===== config.mk =====
export PLATFORM = sky130hd
export DESIGN_NAME = filtered_pulse_detection_flat
export DESIGN_NICKNAME = d
export VERILOG_FILES = /design/src/rtl/filtered_pulse_detection_pkg.sv /design/src/rtl/filtered_pulse_detection_if.sv /design/src/rtl/filtered_pulse_detection_glitch_filter.sv /design/src/rtl/filtered_pulse_detection.sv /design/src/flat_wrapper.sv
export SDC_FILE = /design/constraint.sdc
export NUM_CORES = 1
export LEC_CHECK = 0
export BUFFER_PORTS_ARGS = -buffer_cell sky130_fd_sc_hd__buf_4
export CAP_MARGIN = 20
export CORE_MARGIN = 3
export CORE_UTILIZATION = 44
export DETAILED_ROUTE_END_ITERATION = 8
export PLACE_DENSITY = 0.61
export SLEW_MARGIN = 0
export SYNTH_ARGS = -nofsm -noshare
export SYNTH_HDL_FRONTEND = slang
export SYNTH_SLANG_ARGS = --single-unit

===== constraint.sdc =====
create_clock -name clk -period 2.27 [get_ports clk]
set_clock_uncertainty 0.2 [all_clocks]
set_input_delay 0.454 -clock clk [delete_from_list [all_inputs] [get_ports clk]]
set_output_delay 0.454 -clock clk [all_outputs]
set_load 0.03 [all_outputs]

===== src/rtl/filtered_pulse_detection_pkg.sv =====
// Shared constants and counter type for the filtered falling-edge detector.
// Defaults: 8-sample debounce window, 8-bit event counter.
package pulse_detection_pkg;
  localparam int PD_FILTER_LEN_DEFAULT = 8;
  localparam int PD_CNT_WIDTH_DEFAULT  = 8;

  typedef logic [PD_CNT_WIDTH_DEFAULT-1:0] pd_cnt_t;
endpackage


===== src/rtl/filtered_pulse_detection_if.sv =====
// Level input plus pulse/count outputs of the detector; slave side is the detector.
// No handshake: d is sampled every cycle, q and Pulse_Counter are registered.
interface filtered_pulse_detection_if #(
  parameter int CNT_WIDTH = pulse_detection_pkg::PD_CNT_WIDTH_DEFAULT
) ();
  logic                 d;
  logic                 q;
  logic [CNT_WIDTH-1:0] Pulse_Counter;

  modport master (output d, input q, input Pulse_Counter);
  modport slave  (input d, output q, output Pulse_Counter);
endinterface


===== src/rtl/filtered_pulse_detection_glitch_filter.sv =====
// Debounce: filt follows d_s only after FILTER_LEN consecutive differing samples.
// fall is a combinational strobe for the update where filt goes 1 -> 0.
module glitch_filter #(
  parameter int FILTER_LEN = 8
) (
  input  logic clk,
  input  logic reset,
  input  logic d_s,
  output logic filt,
  output logic fall
);
  localparam int                RUN_W    = $clog2(FILTER_LEN + 1);
  localparam logic [RUN_W-1:0]  RUN_LAST = RUN_W'(FILTER_LEN - 1);

  logic [RUN_W-1:0] r_run;
  logic             r_filt;
  logic             w_done;

  assign w_done = (d_s != r_filt) && (r_run == RUN_LAST);

  always_ff @(posedge clk) begin
    if (reset) begin
      r_run  <= '0;
      r_filt <= 1'b0;
    end else if (d_s == r_filt) begin
      r_run  <= '0;
    end else if (r_run == RUN_LAST) begin
      r_filt <= d_s;
      r_run  <= '0;
    end else begin
      r_run  <= r_run + 1'b1;
    end
  end

  assign filt = r_filt;
  assign fall = w_done && r_filt;
endmodule


===== src/rtl/filtered_pulse_detection.sv =====
// Debounced falling-edge detector with wrapping event counter; q/count update FILTER_LEN
// edges after d first samples low (+1 with PULSE_DETECT_SYNC_EN, which adds a 2-flop synchronizer).
module filtered_pulse_detection import pulse_detection_pkg::*; #(
  parameter int FILTER_LEN = PD_FILTER_LEN_DEFAULT,
  parameter int CNT_WIDTH  = PD_CNT_WIDTH_DEFAULT
) (
  input  logic                       clk,
  input  logic                       reset,
  filtered_pulse_detection_if.slave  pd
);
  logic                 r_d_s;
  logic                 r_q;
  logic [CNT_WIDTH-1:0] r_cnt;
  logic                 w_filt;
  logic                 w_fall;

`ifdef PULSE_DETECT_SYNC_EN
  logic r_d_meta;

  always_ff @(posedge clk) begin
    if (reset) begin
      r_d_meta <= 1'b0;
      r_d_s    <= 1'b0;
    end else begin
      r_d_meta <= pd.d;
      r_d_s    <= r_d_meta;
    end
  end
`else
  always_ff @(posedge clk) begin
    if (reset) begin
      r_d_s <= 1'b0;
    end else begin
      r_d_s <= pd.d;
    end
  end
`endif

  glitch_filter #(
    .FILTER_LEN (FILTER_LEN)
  ) u_filter (
    .clk   (clk),
    .reset (reset),
    .d_s   (r_d_s),
    .filt  (w_filt),
    .fall  (w_fall)
  );

  // Event is tied to the filtered level actually leaving 1 on this update.
  always_ff @(posedge clk) begin
    if (reset) begin
      r_q   <= 1'b0;
      r_cnt <= '0;
    end else begin
      r_q <= w_fall && w_filt;
      if (w_fall && w_filt) begin
        r_cnt <= r_cnt + 1'b1;
      end
    end
  end

  assign pd.q             = r_q;
  assign pd.Pulse_Counter = r_cnt;
endmodule


===== src/flat_wrapper.sv =====
// flat-port wrapper written by rule: the top's interface ports become plain ports
module filtered_pulse_detection_flat import pulse_detection_pkg::*;
#(
  parameter int FILTER_LEN = PD_FILTER_LEN_DEFAULT,
  parameter int CNT_WIDTH  = PD_CNT_WIDTH_DEFAULT
)
  (clk, reset, pd_d, pd_q, pd_Pulse_Counter);
  filtered_pulse_detection_if #(.CNT_WIDTH(CNT_WIDTH)) pd_i ();
  input  logic clk;
  input  logic reset;
  input wire logic [$bits(pd_i.d)-1:0] pd_d;
  output wire logic [$bits(pd_i.q)-1:0] pd_q;
  output wire logic [$bits(pd_i.Pulse_Counter)-1:0] pd_Pulse_Counter;
  assign pd_i.d = pd_d;
  assign pd_q = pd_i.q;
  assign pd_Pulse_Counter = pd_i.Pulse_Counter;
  filtered_pulse_detection #(.FILTER_LEN(FILTER_LEN), .CNT_WIDTH(CNT_WIDTH)) u_core (.clk(clk), .reset(reset), .pd(pd_i));
endmodule

==> out/metrics.csv, run 1 <==
metric,value,unit
dpl cells,94,
Port Buffers,11,
Logic pwr share,2.6,%
largest area contributor in the netlist,dfxtp_1,
Synth Area in Compound Gates,10.3,%
H-Tree Depth,1,
largest fanout on the critical path,17,
CP required,2.24,ns
First-pass DRT Iterations,4,
synth unique cells,26,
Worst Min Path Start,pd_d,
fmax,0.564,GHz
worst-margin pin slew,0.245,ns
post-CTS sizing,0,
clock buffer depth,2,
clock share of power,34.7,%
final global-route overflow total,0,
Final Max Slew Viols,0,
reg2reg start,u_core.u_filter.r_run[0],
CTS tree,built,
# IOs,12,
global-route wire length before repair,1990,microns
multi-input logic area,337,sq um
WL final,1150,microns
setup_tns,0,ns
nets,89,
final core utilization,57.5,%
Slew HR,83.5,%
GRT Max-Usage Layer,met1,
Min Hold Slack,0.185,ns
Final WS setup,0.498,ns
DRC violations left,0,
clock slew at reported path FFs,0.09,ns
#FFs+latches synth,15,
Seq pwr share,62.8,%
P_int,0.338,mW
initial antenna violation count,0,
Syn Std Cell Area,657,sq um
root buffer cell,clkbuf_4,
"Avg Cell Area, Syn",9.38,sq um
largest family of logic cells by synthesized area,simple AND/OR/NAND/NOR gates,
DIE HEIGHT,44.6,microns
die area,1990,sq um
arrival time worst endpoint,1.74,ns
mux contribution to synthesized area,4.95,%
minimum clock period,1.77,ns
top post-synthesis cells by area,"dfxtp_1 46%, a21oi_1 4.6%, nor2_1 4.0%, ha_1 3.8%, mux2_2 3.4%",
M3 GR Usage,3.66,%
vias in the first global route,464,
Area Overhead vs Synth,18.1,%
Worst setup EP type,flip-flop,
Antenna Nets Post-Route,0,
register area,300,sq um
antenna cells,0,
clk_lat worst skew,0.27,ns
status,completed,
# rows,13,
Worst setup startpoint,u_core.u_filter.r_run[0],
Iter 0 DRT Violations,7,
vias,527,
Synth Warn #,0,
Worst VDD drop,0.366,mV
Final HPWL DP,806,microns
Final Power,0.425,mW
max cap viols,0,
Initial Utilization,48.7,%
placed inst area,749,sq um
final hold violation count,0,
"Setup Fix Bufs, Post-CTS",0,
Hold Buf Count CTS,0,
Pwr per Cell Area,547,nW/um^2
total CTS buffers,3,
"Design Area, Final",776,sq um
Cells after Synth,70,
Die X-Extent,44.6,microns
Filler Cell Count,117,
switching pwr,0.0866,mW
RSZ-0062 raised after global routing,false,
total nets after synthesis,75,
Worst Hold Class,in -> reg,
adder-cell area share of the yosys netlist,3.81,%
Core ar.,1350,sq um
routability congestion estimate,0.696,
Finished Layout Cells,98,
area share of the largest cell type after synthesis,45.7,%
period utilisation layout,78.0,%
pre-CTS setup slack,0.503,ns
Total GRT Usage,13.5,%
fraction of the mapped netlist area in simple logic gates,28.2,%
wire per inst,11.7,microns
met1 Use GR,19.6,%
Static Leakage,0.329,nW
Synth Area in XOR/XNOR,4.00,%
"Seq/Total Area, Yosys",45.7,%
share of layout cells above drive strength 1,21.7,%
Setup-failing EPs final,0,
crit path launch type,flip-flop,
switching share of power,20.4,%
GR Util met2,17.8,%
largest net degree at the start of global routing,18,
total clock sinks,15,
CP Class,reg -> reg,
Via-to-Cell Ratio,5.38,
[state kept, by name, summed over array words and instances, names as in the netlist]
name,count
u_core.pd.q,1
u_core.u_filter.r_run,4
u_core.r_d_s,1
u_core.pd.Pulse_Counter,8
u_core.u_filter.filt,1
[power by group through the flow]
stage | Clock (mW) | Sequential [mW] | Combinational (mW)
after floorplan | 0 | 0.272 | 0.00671
after global placement | 0 | 0.273 | 0.0110
after detailed placement | 0 | 0.273 | 0.0111
after CTS | 0.153 | 0.267 | 0.0111
after global routing | 0.164 | 0.267 | 0.0123
final | 0.147 | 0.267 | 0.0109
[final cells by class]
cell class                 instances  area share (%)
clock buffer                       4            3.39
multi-input combinational         50            43.4
inverter                           3            1.45
sequential                        15            38.7
tap                               15            2.42
timing repair buffer              11            10.6
[synth_stat cells]
master,count
nand3b_4,1
ha_1,2
or3_1,2
dfxtp_1,15
nand4_1,2
nand3_1,3
o31ai_1,3
or4_1,3
mux2i_1,1
nor3_1,2
xnor2_1,1
nand2b_1,1
nor2b_1,3
mux2_2,2
nand3b_1,2
nand4b_1,1
xor2_1,2
clkbuf_1,1
nand2_1,1
nor2_1,7
or3_2,1
o21ai_0,3
a21oi_1,6
nor4_1,1
inv_1,3
buf_2,1
[worst max-delay path: stages, from the launching register on]
cell	delay, ns
dfxtp_1	0.36
ha_1	0.24
nand3b_4	0.19
nor4_1	0.32
mux2_2	0.36
[worst paths after layout]
kind | depth (start not counted) | to | slack, ns
setup reg to reg | 4 | u_core.pd.Pulse_Counter[7] | 0.50
hold reg to reg | 1 | u_core.u_filter.r_run[0] | 0.25
setup / recovery | 4 | u_core.pd.Pulse_Counter[7] | 0.50
hold / removal | 2 | u_core.r_d_s | 0.19
[per-layer routing]
layer  vias up  wire length [microns]
met2        18                    461
met5         -                      0
met3         0                     77
li1        278                      -
met4         0                      0
met1       231                    609
[cells by family (layout without fill, tap and decap cells)]
group	after synthesis	after routing
buf+inv	5	18
mux	3	3
fa+ha+maj	2	2
compound gates	12	12
simple gates	30	30
xor+xnor	3	3
flops	15	15
[layout by cell type, fill, tap and decap left out, types with 3 or more instances in the layout]
| master | synthesis | final |
|---|---|---|
| buf_4 | 0 | 11 |
| o31ai_1 | 3 | 3 |
| nor2b_1 | 3 | 3 |
| clkbuf_4 | 0 | 3 |
| o21ai_0 | 3 | 3 |
| nand3_1 | 3 | 3 |
| a21oi_1 | 6 | 6 |
| dfxtp_1 | 15 | 15 |
| nor2_1 | 7 | 7 |
| or4_1 | 3 | 3 |
| inv_1 | 3 | 3 |
Note: power is estimated with default switching activity, not from simulation.
==> inputs of run 2 (changes only) <==
Settings changed: ABC_AREA set to 1, PLACE_DENSITY 0.61 to 0.62.
Clock period 2.27 ns to 1.65 ns, I/O delays scaled along.
==> run 2 against run 1 <==
Net effect: clock power is 42% higher; hold slack got worse by 0.14 ns; combinational power rose by 64%; global-route usage is 0.38 points higher.
==> out/metrics.csv, run 2 <==
metric,value,unit
Final Max Slew Viols,0,
P_int,0.465,mW
Worst VDD drop,0.519,mV
Final Power,0.593,mW
"Seq/Total Area, Yosys",46.8,%
# rows,13,
H-Tree Depth,1,
Setup-failing EPs final,0,
Port Buffers,11,
clock buffer depth,2,
largest fanout on the critical path,10,
"EDFF count, synth",0,
global-route wire length before repair,1990,microns
CP required,1.64,ns
Initial Utilization,48.1,%
# IOs,12,
Seq pwr share,61.8,%
final core utilization,58.1,%
nets,107,
Worst setup EP type,flip-flop,
arrival time worst endpoint,1.52,ns
max FFs per register,8,
total nets after synthesis,91,
final hold violation count,0,
Slowest cell on crit path,dfxtp_1,
initial antenna violation count,0,
fmax,0.651,GHz
wire per inst,9.59,microns
total CTS buffers,3,
share of layout cells above drive strength 1,18.8,%
Syn Std Cell Area,642,sq um
"commonest cells after routing, fill and taps aside","26 x nor2_1, 21 x nand2_1, 14 x dfxtp_1",
switching share of power,21.5,%
root buffer cell,clkbuf_4,
pre-CTS setup slack,0.122,ns
"count leader, synth",nor2_1,
Total GRT Usage,13.9,%
top post-synthesis cells by area,"dfxtp_1 47%, nor2_1 15%, nand2_1 12%, xor2_1 5.5%, ha_1 3.9%",
status,completed,
WL final,1110,microns
Final HPWL DP,797,microns
Final WS setup,0.115,ns
GR Util met2,17.7,%
"Design Area, Final",774,sq um
total clock sinks,15,
RSZ-0062 raised after global routing,true,
clk_lat worst skew,0.28,ns
Async SR Flop Fraction,0,%
Pwr per Cell Area,765,nW/um^2
synth unique cells,15,
largest net degree at the start of global routing,11,
Post-synth top cells,"26 x nor2_1, 21 x nand2_1, 15 x dfxtp_1",
placed inst area,747,sq um
"leading cell type in the layout, fill and taps excluded",nor2_1,
minimum clock period,1.54,ns
Most used DFF post-synth,dfxtp_1,
DRC violations left,0,
"Avg Cell Area, Syn",7.46,sq um
clock share of power,35.2,%
area share of the largest cell type after synthesis,46.8,%
GRT Max-Usage Layer,met1,
CP Class,reg -> reg,
largest area contributor in the netlist,dfxtp_1,
max cap viols,0,
DIE HEIGHT,44.2,microns
clock slew at reported path FFs,0.09,ns
Via-to-Cell Ratio,4.66,
vias,541,
antenna cells,0,
Hold Buf Count CTS,0,
M3 GR Usage,2.44,%
Core ar.,1330,sq um
Antenna Nets Post-Route,0,
Cells after Synth,86,
Slew HR,86.1,%
routability congestion estimate,0.740,
final global-route overflow total,0,
CTS tree,built,
switching pwr,0.127,mW
die area,1950,sq um
#FFs+latches synth,15,
Worst Hold Class,in -> reg,
Iter 0 DRT Violations,15,
vias in the first global route,491,
Filler Cell Count,140,
Area Overhead vs Synth,20.7,%
period utilisation layout,93.1,%
worst-path cell chain,ha_1 -> nand2_2 -> nor2_4 -> nand3_4 -> nor2_1 -> nand2_1 -> nand2_1 -> nor2_1,
Synth Warn #,0,
Static Leakage,0.347,nW
First-pass DRT Iterations,4,
Logic pwr share,3.0,%
crit path launch type,flip-flop,
Die X-Extent,44.2,microns
worst-margin pin slew,0.209,ns
met1 Use GR,20.1,%
Max stage delay on crit path,0.36,ns
-- run 2: repair_timing --
item                                    CTS  global route
buffers inserted                          0             0
endpoints found under the setup margin    0             4
resized for setup                         0             1
-- run 2: cell type report --
class / count / area, sq um / area share, %
Tap cell: 15 / 18.8 / 2.42
Inverter: 7 / 26.3 / 3.39
Sequential cell: 15 / 302 / 38.9
Clock buffer: 4 / 26.3 / 3.39
Timing Repair Buffer: 12 / 90.1 / 11.6
Multi-Input combinational cell: 63 / 312 / 40.2
-- run 2: power by group through the flow --
stage	sequential, mW	clock (mW)	combinational (mW)
final	0.366	0.209	0.0179
after floorplan	0.374	0	0.0123
after CTS	0.366	0.217	0.0180
after global routing	0.367	0.232	0.0205
after detailed placement	0.375	0	0.0178
after global placement	0.374	0	0.0177
-- run 2: worst paths after layout --
kind                             from                    endpoint  slack (ns)  depth (start not counted)
max          u_core.u_filter.r_run[0]  u_core.pd.Pulse_Counter[3]        0.11                          8
min                              pd_d                u_core.r_d_s        0.05                          3
max reg2reg  u_core.u_filter.r_run[0]  u_core.pd.Pulse_Counter[3]        0.11                          8
min reg2reg  u_core.u_filter.r_run[0]    u_core.u_filter.r_run[0]        0.26                          1
-- run 2: layer usage --
layer  share of wire, %  wire length (microns)  vias up
met5                  0                      0        -
met4                2.5                     28        0
met3                5.7                     63        4
met2                 35                    392       16
met1                 56                    628      226
li1                   -                      -      295
-- run 2: kinds of logic (layout without fill, tap and decap cells) --
logic type | count (synthesis) | after routing | share of synthesized area (%)
compound gates | 3 | 3 | 2.73
xor+xnor | 4 | 4 | 5.46
buf+inv | 8 | 23 | 4.68
simple gates | 54 | 54 | 36.5
flops | 15 | 15 | 46.8
fa+ha+maj | 2 | 2 | 3.90
-- run 2: critical path: cells and delay by family, from the launching register on --
| family | cells | cell delay, ns |
|---|---|---|
| adders and majority gates | 1 | 0.19 |
| and+or+nand+nor | 7 | 0.70 |
| DFF | 1 | 0.36 |
-- run 2: stage by stage --
stage	std cells	TNS, ns	hold WS, ns
after floorplan	86	0	0.218
after global placement	112	0	0.232
after detailed placement	112	0	0.243
after CTS	116	0	0.0377
after global routing	116	-0.0990	0.0542
final	116	0	0.0461
==> inputs of run 3 (changes only) <==
Settings changed: PLACE_DENSITY 0.62 to 0.66.
==> run 3 against run 2 <==
Net effect: fmax increased by 1.0%; register-to-register slack improved by 0.02 ns; final cell count rose by 0.86%; critical path type unchanged.
==> out/metrics.csv, run 3 (synthesis gave the netlist of run 2 again) <==
metric,value,unit
switching pwr,0.118,mW
Worst VDD drop,0.380,mV
final hold violation count,0,
total clock sinks,15,
clk_lat worst skew,0.27,ns
RSZ-0062 raised after global routing,true,
clock slew at reported path FFs,0.08,ns
largest net degree at the start of global routing,11,
share of layout cells above drive strength 1,20.6,%
wire per inst,9.44,microns
root buffer cell,clkbuf_4,
Total GRT Usage,13.0,%
vias in the first global route,464,
WL final,1100,microns
register area,300,sq um
Antenna Nets Post-Route,0,
Top delay family on crit path,simple AND/OR/NAND/NOR gates,
largest fanout on the critical path,10,
worst-margin pin slew,0.207,ns
clock buffer depth,2,
die area,1950,sq um
# rows,13,
Port Buffers,11,
period utilisation layout,92.1,%
"Setup Fix Bufs, Post-CTS",0,
"commonest cells after routing, fill and taps aside","24 x nor2_1, 21 x nand2_1, 15 x dfxtp_1",
Min Hold Slack,0.0548,ns
vias,523,
CTS tree,built,
P_int,0.465,mW
Worst path depth,8,
multi-input logic area,317,sq um
status,completed,
First-pass DRT Iterations,4,
placed inst area,754,sq um
nets,108,
Reg2Reg Setup Slack,0.13,ns
Final Power,0.582,mW
minimum clock period,1.52,ns
CP Class,reg -> reg,
Slowest cell on crit path,dfxtp_1,
# IOs,12,
initial antenna violation count,0,
capturing point of the worst reg2reg path,u_core.pd.Pulse_Counter[3],
Logic pwr share,3.1,%
Slew HR,86.2,%
Seq pwr share,62.8,%
H-Tree Depth,1,
Worst setup startpoint,u_core.u_filter.r_run[0],
Area Overhead vs Synth,22.4,%
arrival time worst endpoint,1.49,ns
DIE HEIGHT,44.2,microns
R2R cell count,8,
"Design Area, Final",786,sq um
Worst Hold Class,in -> reg,
Setup-failing EPs final,0,
max cap viols,0,
Final Max Slew Viols,0,
final global-route overflow total,0,
setup_tns,0,ns
antenna cells,0,
WP buf/inv,0,
Pwr per Cell Area,741,nW/um^2
CP required,1.62,ns
Static Leakage,0.351,nW
Worst setup EP type,flip-flop,
Final HPWL DP,833,microns
global-route wire length before repair,1890,microns
"leading cell type in the layout, fill and taps excluded",nor2_1,
final core utilization,58.9,%
routability congestion estimate,0.720,
critical path endpoint,u_core.pd.Pulse_Counter[3],
Iter 0 DRT Violations,5,
clock share of power,34.1,%
Via-to-Cell Ratio,4.47,
crit path launch type,flip-flop,
Initial Utilization,48.1,%
fmax,0.658,GHz
switching share of power,20.2,%
reg2reg start,u_core.u_filter.r_run[0],
Filler Cell Count,135,
max FFs per register,8,
Die X-Extent,44.2,microns
DRC violations left,0,
total CTS buffers,3,
worst-path cell chain,ha_1 -> nand2_2 -> nor2_4 -> nand3_4 -> nor2_1 -> nand2_1 -> nand2_1 -> nor2_1,
Max stage delay on crit path,0.36,ns
Core ar.,1330,sq um
## run 3: timing repair
action	in CTS	in global routing
setup endpoints to repair	0	4
hold buffers	0	0
gates resized for setup	0	2
## run 3: worst min-delay path, cell delays in order
cell and delay [ns]:
buf_4 0.07, inv_1 0.03, nor2_1 0.06
## run 3: stage by stage
stage / instances / worst slack, ns
after global routing: 117 / -0.0200
after floorplan: 86 / 0.0176
after detailed placement: 113 / 0.125
after global placement: 113 / 0.177
final: 117 / 0.130
after CTS: 117 / 0.117
## run 3: final cells by class
cell class / instances / area share, %
multi-input cells: 63 / 40.3
flip-flops and latches: 15 / 38.2
repair buffers: 13 / 12.4
clock buffers: 4 / 3.34
inverters: 7 / 3.34
well taps: 15 / 2.39
## run 3: power groups by stage
stage	clock network [mW]	registers [mW]	logic, mW
2_1_floorplan	0	0.374	0.0123
3_3_place_gp	0	0.374	0.0176
3_5_place_dp	0	0.375	0.0181
4_1_cts	0.210	0.366	0.0180
5_1_grt	0.226	0.366	0.0212
6_report	0.199	0.366	0.0178
## run 3: layer usage
layer | vias up | share of wire [%] | global-route usage, %
met5 | - | 0 | 0
met4 | 0 | 1.0 | 7.23
met3 | 2 | 3.9 | 3.66
met2 | 8 | 39 | 18.0
met1 | 215 | 56 | 18.0
li1 | 298 | - | -
## run 3: worst min path at each step
stage | from | endpoint | slack (ns) | cells after the start
finish | pd_d | u_core.r_d_s | 0.05 | 3
global route | pd_d | u_core.r_d_s | 0.05 | 3
CTS | pd_d | u_core.r_d_s | 0.05 | 3
detailed placement | u_core.u_filter.r_run[0] | u_core.u_filter.r_run[0] | 0.24 | 1
global placement | u_core.u_filter.r_run[0] | u_core.u_filter.r_run[0] | 0.23 | 1
floorplan | u_core.u_filter.r_run[0] | u_core.u_filter.r_run[0] | 0.22 | 1
